File: src/rtl/descrambler_mlane.sv
// descrambler_mlane: per-lane self-synchronous x^58+x^39+1 descrambler with sync-header checking.
// Latency: 1 clk from en/data_i/head_i to every output; optional block-lock FSM when DESCR_LOCK_EN is defined.
// Backpressure: none, en is a pure per-lane beat valid and the block accepts a beat on every lane every cycle.
module descrambler_mlane #(
    parameter int LANES = 4,
    parameter int DW    = 64,
    parameter int ECW   = 16
) (
    input  logic                  clk,
    input  logic                  rst_n,
    input  logic [LANES-1:0]      en,
    input  logic [LANES-1:0]      sof,
    input  logic [LANES*DW-1:0]   data_i,
    input  logic [LANES*2-1:0]    head_i,
    input  logic [LANES-1:0]      byp,
    input  logic                  err_clr,
    output logic [LANES*DW-1:0]   data_o,
    output logic [LANES*2-1:0]    head_o,
    output logic [LANES-1:0]      sof_o,
    output logic [LANES-1:0]      vld,
    output logic [LANES-1:0]      hdr_err,
    output logic [ECW-1:0]        err_cnt,
    output logic [LANES-1:0]      lock
);
    localparam int PCW = $clog2(LANES + 1);

    logic [57:0]         s_q [LANES];
    logic [57:0]         s_d [LANES];
    logic [LANES*DW-1:0] data_q, data_d;
    logic [LANES*2-1:0]  head_q, head_d;
    logic [LANES-1:0]    sof_q, sof_d;
    logic [LANES-1:0]    vld_q, vld_d;
    logic [LANES-1:0]    hdr_err_q, hdr_err_d;
    logic [ECW-1:0]      err_cnt_q, err_cnt_d;
    logic [PCW-1:0]      err_pop;
    logic [ECW+PCW-1:0]  err_sum;

    // Walk each lane's beat bit by bit; the state always shifts in the received (scrambled) bit, bypass only picks the output.
    always_comb begin
        logic [57:0] st;
        logic        b;
        st     = '0;
        b      = 1'b0;
        data_d = data_q;
        for (int l = 0; l < LANES; l++) begin
            st = s_q[l];
            if (en[l]) begin
                for (int i = 0; i < DW; i++) begin
                    b                = data_i[l*DW + i];
                    data_d[l*DW + i] = byp[l] ? b : (b ^ st[0] ^ st[19]);
                    st               = {b, st[57:1]};
                end
            end
            s_d[l] = st;
        end
    end

    // Qualify sideband per lane; a header is only looked at on en&sof and is invalid when both bits are equal.
    always_comb begin
        head_d    = head_q;
        vld_d     = '0;
        sof_d     = '0;
        hdr_err_d = '0;
        for (int l = 0; l < LANES; l++) begin
            vld_d[l]     = en[l];
            sof_d[l]     = en[l] & sof[l];
            hdr_err_d[l] = en[l] & sof[l] & (head_i[2*l+1] == head_i[2*l]);
            if (en[l] & sof[l]) begin
                head_d[2*l +: 2] = head_i[2*l +: 2];
            end
        end
    end

    // Saturating sum of this cycle's header errors; a clear wins and discards same-cycle events.
    always_comb begin
        err_pop = '0;
        for (int l = 0; l < LANES; l++) begin
            err_pop = err_pop + PCW'(hdr_err_d[l]);
        end
        err_sum = {{PCW{1'b0}}, err_cnt_q} + {{ECW{1'b0}}, err_pop};
        if (err_clr) begin
            err_cnt_d = '0;
        end else if (err_sum > {{PCW{1'b0}}, {ECW{1'b1}}}) begin
            err_cnt_d = '1;
        end else begin
            err_cnt_d = err_sum[ECW-1:0];
        end
    end

    // Datapath registers; the scrambler state restarts at all ones on reset.
    always_ff @(posedge clk or negedge rst_n) begin
        if (!rst_n) begin
            for (int l = 0; l < LANES; l++) begin
                s_q[l] <= '1;
            end
            data_q    <= '0;
            head_q    <= '0;
            sof_q     <= '0;
            vld_q     <= '0;
            hdr_err_q <= '0;
            err_cnt_q <= '0;
        end else begin
            for (int l = 0; l < LANES; l++) begin
                s_q[l] <= s_d[l];
            end
            data_q    <= data_d;
            head_q    <= head_d;
            sof_q     <= sof_d;
            vld_q     <= vld_d;
            hdr_err_q <= hdr_err_d;
            err_cnt_q <= err_cnt_d;
        end
    end

    assign data_o  = data_q;
    assign head_o  = head_q;
    assign sof_o   = sof_q;
    assign vld     = vld_q;
    assign hdr_err = hdr_err_q;
    assign err_cnt = err_cnt_q;

`ifdef DESCR_LOCK_EN
    typedef enum logic {UNLOCK = 1'b0, LOCKED = 1'b1} lock_st_e;

    lock_st_e   st_q [LANES];
    lock_st_e   st_d [LANES];
    logic [5:0] gc_q [LANES];
    logic [5:0] gc_d [LANES];
    logic [5:0] wc_q [LANES];
    logic [5:0] wc_d [LANES];
    logic [3:0] bc_q [LANES];
    logic [3:0] bc_d [LANES];

    // Lock state per lane: only en&sof beats move it; 64 consecutive good headers lock, 16 bad in a 64-header window unlock.
    always_comb begin
        logic hv;
        hv = 1'b0;
        for (int l = 0; l < LANES; l++) begin
            st_d[l] = st_q[l];
            gc_d[l] = gc_q[l];
            wc_d[l] = wc_q[l];
            bc_d[l] = bc_q[l];
            hv      = head_i[2*l+1] ^ head_i[2*l];
            if (en[l] & sof[l]) begin
                case (st_q[l])
                    UNLOCK: begin
                        if (!hv) begin
                            gc_d[l] = '0;
                        end else if (gc_q[l] == 6'd63) begin
                            st_d[l] = LOCKED;
                            gc_d[l] = '0;
                            wc_d[l] = '0;
                            bc_d[l] = '0;
                        end else begin
                            gc_d[l] = gc_q[l] + 6'd1;
                        end
                    end
                    LOCKED: begin
                        if (!hv && bc_q[l] == 4'd15) begin
                            st_d[l] = UNLOCK;
                            gc_d[l] = '0;
                            wc_d[l] = '0;
                            bc_d[l] = '0;
                        end else if (wc_q[l] == 6'd63) begin
                            wc_d[l] = '0;
                            bc_d[l] = '0;
                        end else begin
                            wc_d[l] = wc_q[l] + 6'd1;
                            bc_d[l] = bc_q[l] + {3'b000, ~hv};
                        end
                    end
                    default: st_d[l] = UNLOCK;
                endcase
            end
        end
    end

    // Lock state and counters register.
    always_ff @(posedge clk or negedge rst_n) begin
        if (!rst_n) begin
            for (int l = 0; l < LANES; l++) begin
                st_q[l] <= UNLOCK;
                gc_q[l] <= '0;
                wc_q[l] <= '0;
                bc_q[l] <= '0;
            end
        end else begin
            for (int l = 0; l < LANES; l++) begin
                st_q[l] <= st_d[l];
                gc_q[l] <= gc_d[l];
                wc_q[l] <= wc_d[l];
                bc_q[l] <= bc_d[l];
            end
        end
    end

    // Lock is the registered state itself.
    always_comb begin
        lock = '0;
        for (int l = 0; l < LANES; l++) begin
            lock[l] = (st_q[l] == LOCKED);
        end
    end
`else
    assign lock = '1;
`endif

endmodule

File: config.mk
export PLATFORM = sky130hd
export DESIGN_NAME = descrambler_mlane
export DESIGN_NICKNAME = d
export VERILOG_FILES = /design/src/rtl/descrambler_mlane.sv
export SDC_FILE = /design/constraint.sdc
export NUM_CORES = 1
export LEC_CHECK = 0
export ABC_AREA = 1
export CAP_MARGIN = 20
export CORE_MARGIN = 2
export CORE_UTILIZATION = 34
export CTS_CLUSTER_DIAMETER = 80
export DETAILED_ROUTE_END_ITERATION = 16
export GPL_ROUTABILITY_DRIVEN = 0
export SLEW_MARGIN = 5
export SYNTH_ARGS = -nofsm -noshare
export SYNTH_HDL_FRONTEND = slang
export SYNTH_SLANG_ARGS = --single-unit
File: constraint.sdc
create_clock -name clk -period 2.9 [get_ports clk]
set_clock_uncertainty 0.15 [all_clocks]
set_input_delay 0.435 -clock clk [delete_from_list [all_inputs] [get_ports clk]]
set_output_delay 0.435 -clock clk [all_outputs]
set_load 0.05 [all_outputs]
* After elaboration in Yosys (flattened, before gate mapping) *
Cells that the tools add are included.

word-level totals
  word-level logic and storage cells = 803
  output and inout port bits = 296
  register bits = 524
  bits of input ports = 279

operators by class
  multiplexer cells = 258
  bitwise logic cells = 520
  $lt $le $gt $ge = 1
  equality and inequality tests = 4
  add/sub/neg operators = 4

operators by type and width
  kind                    count
  $xor A1 B1 Y1           512
  $mux W1                 256
  $mux W16                2
  $add A16 B3 Y17         1
  $gt A17 B16 Y1 const B  1
  $and A1 B1 Y1           8
  $eq A1 B1 Y1            4
  $add A2 B1 Y3           1
  $add A3 B1 Y3           1
  $add A1 B1 Y2           1

* Logic depth before layout (Yosys ltp) *
Gate-level depths: netlist (run 1).

  depth after elaboration = 9
  depth in mapped cells = 18

* Worst setup path before layout (run 1) *
Ideal clock, no wire load.

  kind = input to register
  start = in en[0]
  end = reg err_cnt_q[9], in the netlist err_cnt[9]
  arrival time = 2,825 ps
  data required time = 2,687 ps
  path slack = -138 ps
  stages = 18
  cells stage by stage = buf_2 nand2_1 inv_1 o21ai_0 a21oi_1 fa_1 inv_1 fa_1 inv_1 fa_1 nand2_1 nor2_2 nand2_2 nor2_2 nand3_1 nand3_1 nand2_1 inv_1

between the ends
  word-level cells in the longest chain between the ends = 9

RTL lines
  item                    line  source
  start, declared         11    input logic [LANES-1:0] en,
  $and A1 B1 Y1 (*)       --
  named net sof_d[0]      31    logic [LANES-1:0] sof_q, sof_d;
  $and A1 B1 Y1 (*)       67    hdr_err_d[l] = en[l] & sof[l] & (head_i[2*l+1] == head_i[2*l]);
  named net hdr_err_d[0]  33    logic [LANES-1:0] hdr_err_q, hdr_err_d;
  $add A1 B1 Y2 (*)       78    err_pop = err_pop + PCW'(hdr_err_d[l]);
  $add A2 B1 Y3 (*)       78
  $add A3 B1 Y3 (*)       78
  $add A16 B3 Y17 (*)     80    err_sum = {{PCW{1'b0}}, err_cnt_q} + {{ECW{1'b0}}, err_pop};
  $gt A17 B16 Y1          83    end else if (err_sum > {{PCW{1'b0}}, {ECW{1'b1}}}) begin
  $mux W16 (*)            83
  $mux W16 (*)            81    if (err_clr) begin
  named net err_cnt_d[9]  34    logic [ECW-1:0] err_cnt_q, err_cnt_d;
  end signal, assigned    111   err_cnt_q <= err_cnt_d;
  end, declared           34

Mark *: on every way through the listed nets, which the timed path passes. The rest lies on a longest branch.
A chain may end at the register's enable or synchronous reset.

* Worst setup path in the final report (run 1) *
  start = in head_i[4]
  end = reg err_cnt_q[8], in the netlist err_cnt[8]

between the ends
  word-level cells in the longest chain between the ends = 8

RTL lines
  item                    line  source
  start, declared         14    input logic [LANES*2-1:0] head_i,
  $eq A1 B1 Y1 (*)        67
  $and A1 B1 Y1 (*)       67
  named net hdr_err_d[2]  33
  $add A2 B1 Y3 (*)       78
  $add A3 B1 Y3 (*)       78
  $add A16 B3 Y17 (*)     80
  $gt A17 B16 Y1          83
  $mux W16 (*)            83
  $mux W16 (*)            81
  named net err_cnt_d[8]  34

Marked as above.

==> results of run 1 <==
[final timing paths]
| kind | startpoint | end | slack (ns) | cells past startpoint |
|---|---|---|---|---|
| min | en[0] | head_o[1] | 0.04 | 3 |
| min reg2reg | s_q[4] | s_q[4] | 0.32 | 2 |
| max | head_i[4] | err_cnt[8] | 0.13 | 14 |
| max in group asynchronous | rst_n | s_q[112] | 1.39 | 3 |
| min in group asynchronous | rst_n | data_o[172] | 0.28 | 2 |
| max reg2reg | err_cnt[0] | err_cnt[8] | 0.32 | 11 |
[cell type report]
class | count | area share
diodes | 9 | 0.0006484
clock buffers | 101 | 0.05771
clock inverters | 18 | 0.005439
inverters | 363 | 0.03923
multi-input cells | 2315 | 0.2950
flip-flops and latches | 524 | 0.3859
well taps | 969 | 0.03491
repair buffers | 626 | 0.1812
[repair_timing]
| item | CTS | global route |
|---|---|---|
| hold buffers | 4 | 0 |
| gates resized for setup | 0 | 11 |
| setup endpoints to repair | 0 | 16 |
| hold endpoints to repair | 24 | 0 |
| buffers inserted | 0 | 1 |
[metal layers]
layer	vias to the layer above	track usage	wire, microns
met5	-	0	35
li1	11690	-	-
met1	10840	0.2985	38870
met4	6	0.07706	2679
met2	578	0.3428	38760
met3	139	0.04439	4777
[metrics by stage]
| step | cells | TNS (ns) | total power, W | setup slack (ns) |
|---|---|---|---|---|
| after floorplan | 3313 | 0 | 0.01223 | 0.001681 |
| after global placement | 4792 | -7.640 | 0.01459 | -0.5459 |
| after detailed placement | 4792 | -7.558 | 0.01464 | -0.5392 |
| after CTS | 4915 | 0 | 0.02313 | 0.08000 |
| after global routing | 4925 | -0.3631 | 0.02392 | -0.04486 |
| final | 4925 | 0 | 0.02286 | 0.1288 |
[where the power goes]
part           total [W]  internal (W)  switching (W)
clock            0.00835       0.00504        0.00331
combinational    0.00563       0.00191        0.00372
sequential       0.00889       0.00834       0.000550
[sequential cells by signal, indices dropped and copies added, names as in the netlist]
register,cells
data_o,256
err_cnt,16
hdr_err,4
head_o,8
s_q,232
sof_o,4
vld,4
[worst max-delay path: cells and delay by family]
kind	cells	cell delay, ns
xor+xnor	1	0.12
simple gates	3	0.33
compound gates	3	0.32
fa+ha+maj	3	1.11
buf+inv	4	0.73
[synthesized netlist by cell type, drive strengths merged, types with 27 or more instances]
| library cell | number | share of area |
|---|---|---|
| inv | 363 | 0.054 |
| nand3 | 294 | 0.058 |
| nor2 | 27 | 0.0046 |
| o21ai | 498 | 0.098 |
| xor2 | 29 | 0.010 |
| buf | 74 | 0.016 |
| dfstp | 232 | 0.24 |
| or2 | 69 | 0.017 |
| clkbuf | 37 | 0.0055 |
| a21oi | 39 | 0.0077 |
| nand2 | 1340 | 0.20 |
| dfrtp | 292 | 0.29 |
[logic make-up (layout without fill, tap and decap cells)]
family / Yosys count / after routing / synth area share
AOI/OAI and AO/OA: 538 / 538 / 0.1058
xor gates and xnor gates: 32 / 32 / 0.01100
adders and majority gates: 4 / 4 / 0.002849
buffers and inverters: 474 / 1108 / 0.07541
DFF: 524 / 524 / 0.5263
other: 1 / 13 / 0.0001472
and+or+nand+nor: 1737 / 1737 / 0.2785
==> run metrics, run 1 <==
status=finished, final reports clean; # DRC=0; EDFF count, synth=0; synthesis-to-finish area growth=36.38%; total CTS buffers=66; Pre-antenna DRT Iters=5; share of cells above drive strength 1=0.1239; clock tree buffer depth=3; Leak Pwr=16.35 nW; register area share after synthesis=0.5263; num rows=100; Netlist cell types=28; Setup Viol. Count Final=0; Detailed Place HPWL=62.79 mm; Clk Latency, worst-skew pair=0.59 ns; fillcell total=7,304; path category of the worst min-delay check=input port to flip-flop; Port Buf Inserts=570; initial antenna violation count=12; gr usage total=0.2182; Tcrit/Tclk final=0.9556; critical path arrival=3.06 ns; FF+latch count, synth=524; kind of critical path=input port to flip-flop; Crit Path Max Fanout=3; Root Driver=clkbuf_16; Max Slew Vio Count=0; largest net degree at the start of global routing=113; highest clock rate=360.9 MHz; Top FF cell, synth=dfrtp_1; gr ovfl total=0; Async SR Flop Fraction=1.000; Iter 0 DRT Violations=1,797; Sink Count=524; synth warn=0; worst rel slew slack=0.4107; Power per Cell Area=658.1 nW/um^2; first-pass GRT wire length=131.0 mm; worst hold slack=0.04055 ns; Design Area, Final=34,730 sq um; Vias=23,250; number of global-route vias before repair=22,220; Initial Util=0.3427; area occupied by registers=13,400 sq um; Mapped Cells=3,310; Die Width=277.7 microns; required time of the critical path=3.19 ns; max incr delay on CP=0.58 ns; CTS tree=yes; H-tree Lvls=3; placed cell area=32,430 sq um; die footprint=77,110 sq um; Post-layout nets=4,179; endpoints failing hold=0; max cap viols=0; CP Launch Type=input port; minimum clock period after layout=2.771 ns; Via-to-Cell Ratio=4.721; syn_area_per_cell=7.694 sq um; DRT antenna net count=0; most frequent cells in the layout=nand2_1, clkdlybuf4s50_1, o21ai_0; most common cell after layout, fill and taps aside=nand2_1; WL final=85.12 mm; Peak VDD IR=398.4 uV; Worst-path clk slew=0.06 ns; Layout Utilization=0.4673; height of the die=277.7 microns; # IOs=575; post-synthesis cell area=25,470 sq um; area taken by multi-input logic gates=10,250 sq um; post-DR wirelength/cell=17.28 microns; slowest stage cell, crit path=fa_1; Worst-Margin Slew=0.8839 ns; kind of end point of the critical path=flip-flop; Core ar.=74,320 sq um; crit-path cells=clkdlybuf4s50_1, o21ai_2, a21oi_2, fa_1, inv_2, fa_2, inv_2, fa_2, nand2_1, nor2_4, nand2_4, buf_4, xor2_1, a21oi_1
(Power assumes the default switching activity.)
==> inputs of run 2 (changes only) <==
==> constraint.sdc (replaced) <==
create_clock -name clk -period 3.4 [get_ports clk]
set_clock_uncertainty 0.15 [all_clocks]
set_input_delay 0.51 -clock clk [delete_from_list [all_inputs] [get_ports clk]]
set_output_delay 0.51 -clock clk [all_outputs]
set_load 0.05 [all_outputs]
==> run 2 against run 1 <==
Compared with the run above:
- sequential cell count stayed put
- non-clock buffer count is 3 lower
- critical path depth up 3
- largest cell class unchanged
- global-route usage barely moved
- largest power group unchanged
- cell count stayed put
- clock power shrank 17%
- hold slack better by 0.064 ns
- sequential share of layout area is 0.17 points higher
==> run metrics, run 2 (synthesized netlist as in run 1, its figures left out) <==
most common cell after layout, fill and taps aside=nand2_1 (unchanged); kind of end point of the critical path=flip-flop (unchanged); post-DR wirelength/cell=17.26 microns (was 17.28 microns); post-CTS sizing=0 (unchanged); gr ovfl total=0 (unchanged); worst hold slack=0.1044 ns (was 0.04055 ns); worst rel slew slack=0.3303 (was 0.4107); total CTS buffers=66 (unchanged); gr usage total=0.2182 (about the same); Iter 0 DRT Violations=1,612 (was 1,797); Peak VDD IR=413.2 uV (was 398.4 uV); path category of the worst min-delay check=input port to flip-flop (unchanged); Max Slew Vio Count=0 (unchanged); share of cells above drive strength 1=0.1176 (was 0.1239); Die Width=277.7 microns (unchanged); kind of critical path=input port to flip-flop (unchanged); Power per Cell Area=559.3 nW/um^2 (was 658.1 nW/um^2); Sink Count=524 (unchanged); Via-to-Cell Ratio=4.725 (was 4.721); minimum clock period after layout=3.058 ns; Setup Viol. Count Final=0 (unchanged); placed cell area=32,390 sq um (was 32,430 sq um); num rows=100 (unchanged); Vias=23,270 (was 23,250); RSZ-0062 raised after global routing=no; Crit Path Max Fanout=15 (was 3); Fin Setup TNS=0 ns (unchanged); Worst-Margin Slew=1.005 ns (was 0.8839 ns); critical path arrival=3.44 ns (was 3.06 ns); Largest register FFs=256 (unchanged); status=finished, final reports clean (unchanged); Layout Utilization=0.4653 (was 0.4673); initial antenna violation count=11 (was 12); max cap viols=0 (unchanged); post-CTS setup buffer count=0 (unchanged); Initial Util=0.3427 (unchanged); Core ar.=74,320 sq um (unchanged); Pre-antenna DRT Iters=5 (unchanged); Leak Pwr=16.27 nW (was 16.35 nW); clock tree buffer depth=3 (unchanged); highest clock rate=327.0 MHz; endpoints failing hold=0 (unchanged); # IOs=575 (unchanged); Hold Path Depth=3 (unchanged); # DRC=0 (unchanged); CTS tree=yes (unchanged); first-pass GRT wire length=130.9 mm (was 131.0 mm); H-tree Lvls=3 (unchanged); height of the die=277.7 microns (unchanged); Detailed Place HPWL=63.41 mm (was 62.79 mm); Clk Latency, worst-skew pair=0.59 ns (about the same); synthesis-to-finish area growth=35.78% (was 36.38%); die footprint=77,110 sq um (unchanged); worst r2r path cells=13 (was 11); required time of the critical path=3.78 ns (was 3.19 ns); Tcrit/Tclk final=0.8994; number of global-route vias before repair=21,970 (was 22,220); largest net degree at the start of global routing=100 (was 113); Worst-path clk slew=0.06 ns (about the same); WL final=85.03 mm (was 85.12 mm); Hold Buf Count CTS=2 (was 4); most frequent cells in the layout=nand2_1, clkdlybuf4s50_1, o21ai_0 (unchanged); Port Buf Inserts=570 (unchanged); Final Power=0.01934 W (was 0.02286 W); CP Launch Type=input port (unchanged); Design Area, Final=34,580 sq um (was 34,730 sq um); DRT antenna net count=0 (unchanged); Post-layout nets=4,176 (was 4,179); Root Driver=clkbuf_16 (unchanged)
[run 2: changes by cell type in the layout (fill, tap and decap cells not counted), sizes merged]
cell,previous run,this run
clkbuf,101,105
dlygate4sd3,4,2
buf,57,56
bufinv,3,2
clkinv,9,10
inv,368,367
[run 2: metal layers]
layer / vias up / wire (microns) / track usage
li1: 11680 / - / -
met3: 143 / 4630 / 0.04237
met1: 10860 / 39220 / 0.3040
met4: 2 / 2742 / 0.08593
met5: - / 9 / 0
met2: 589 / 38430 / 0.3337
[run 2: report_power, final]
part | leakage [nW] | switching, W | internal, W
registers | 6.02 | 0.000474 | 0.00711
clock network | 1.05 | 0.00281 | 0.00415
logic | 9.21 | 0.00318 | 0.00162
[run 2: layout make-up]
cell class / count / area, sq um
fillers: 7296 / 39740
flip-flops and latches: 524 / 13400
multi-input cells: 2315 / 10180
repair buffers: 623 / 6254
clock buffers: 105 / 1962
inverters: 363 / 1363
well taps: 969 / 1212
clock inverters: 17 / 188.9
diodes: 9 / 22.52
[run 2: critical path, stage by stage]
cell and delay, ns:
dlygate4sd3_1 0.52, buf_4 0.20, nand2_1 0.15, nor3_1 0.29
buf_4 0.21, inv_1 0.06, fa_1 0.37, inv_1 0.10
fa_1 0.22, nand2_1 0.07, nor2_2 0.16, nand2_2 0.09
nor2_2 0.12, nand3_1 0.16, nand3_1 0.11, nand2_1 0.05
inv_1 0.05
[run 2: stage by stage]
step | worst slack (ns) | instances
floorplan | 0.2870 | 3313
global placement | -0.2185 | 4792
detailed placement | -0.2452 | 4792
CTS | 0.3382 | 4916
global route | 0.1117 | 4925
finish | 0.3421 | 4925
[run 2: path summary, 6_finish.rpt]
check / slack [ns] / to / start
setup / recovery: 0.34 / err_cnt[9] / en[3]
hold / removal: 0.10 / sof_o[1] / en[1]
setup reg to reg: 0.67 / err_cnt[9] / err_cnt[0]
hold reg to reg: 0.32 / s_q[120] / s_q[120]
max in group asynchronous: 1.79 / s_q[209] / rst_n
min in group asynchronous: 0.34 / data_o[120] / rst_n
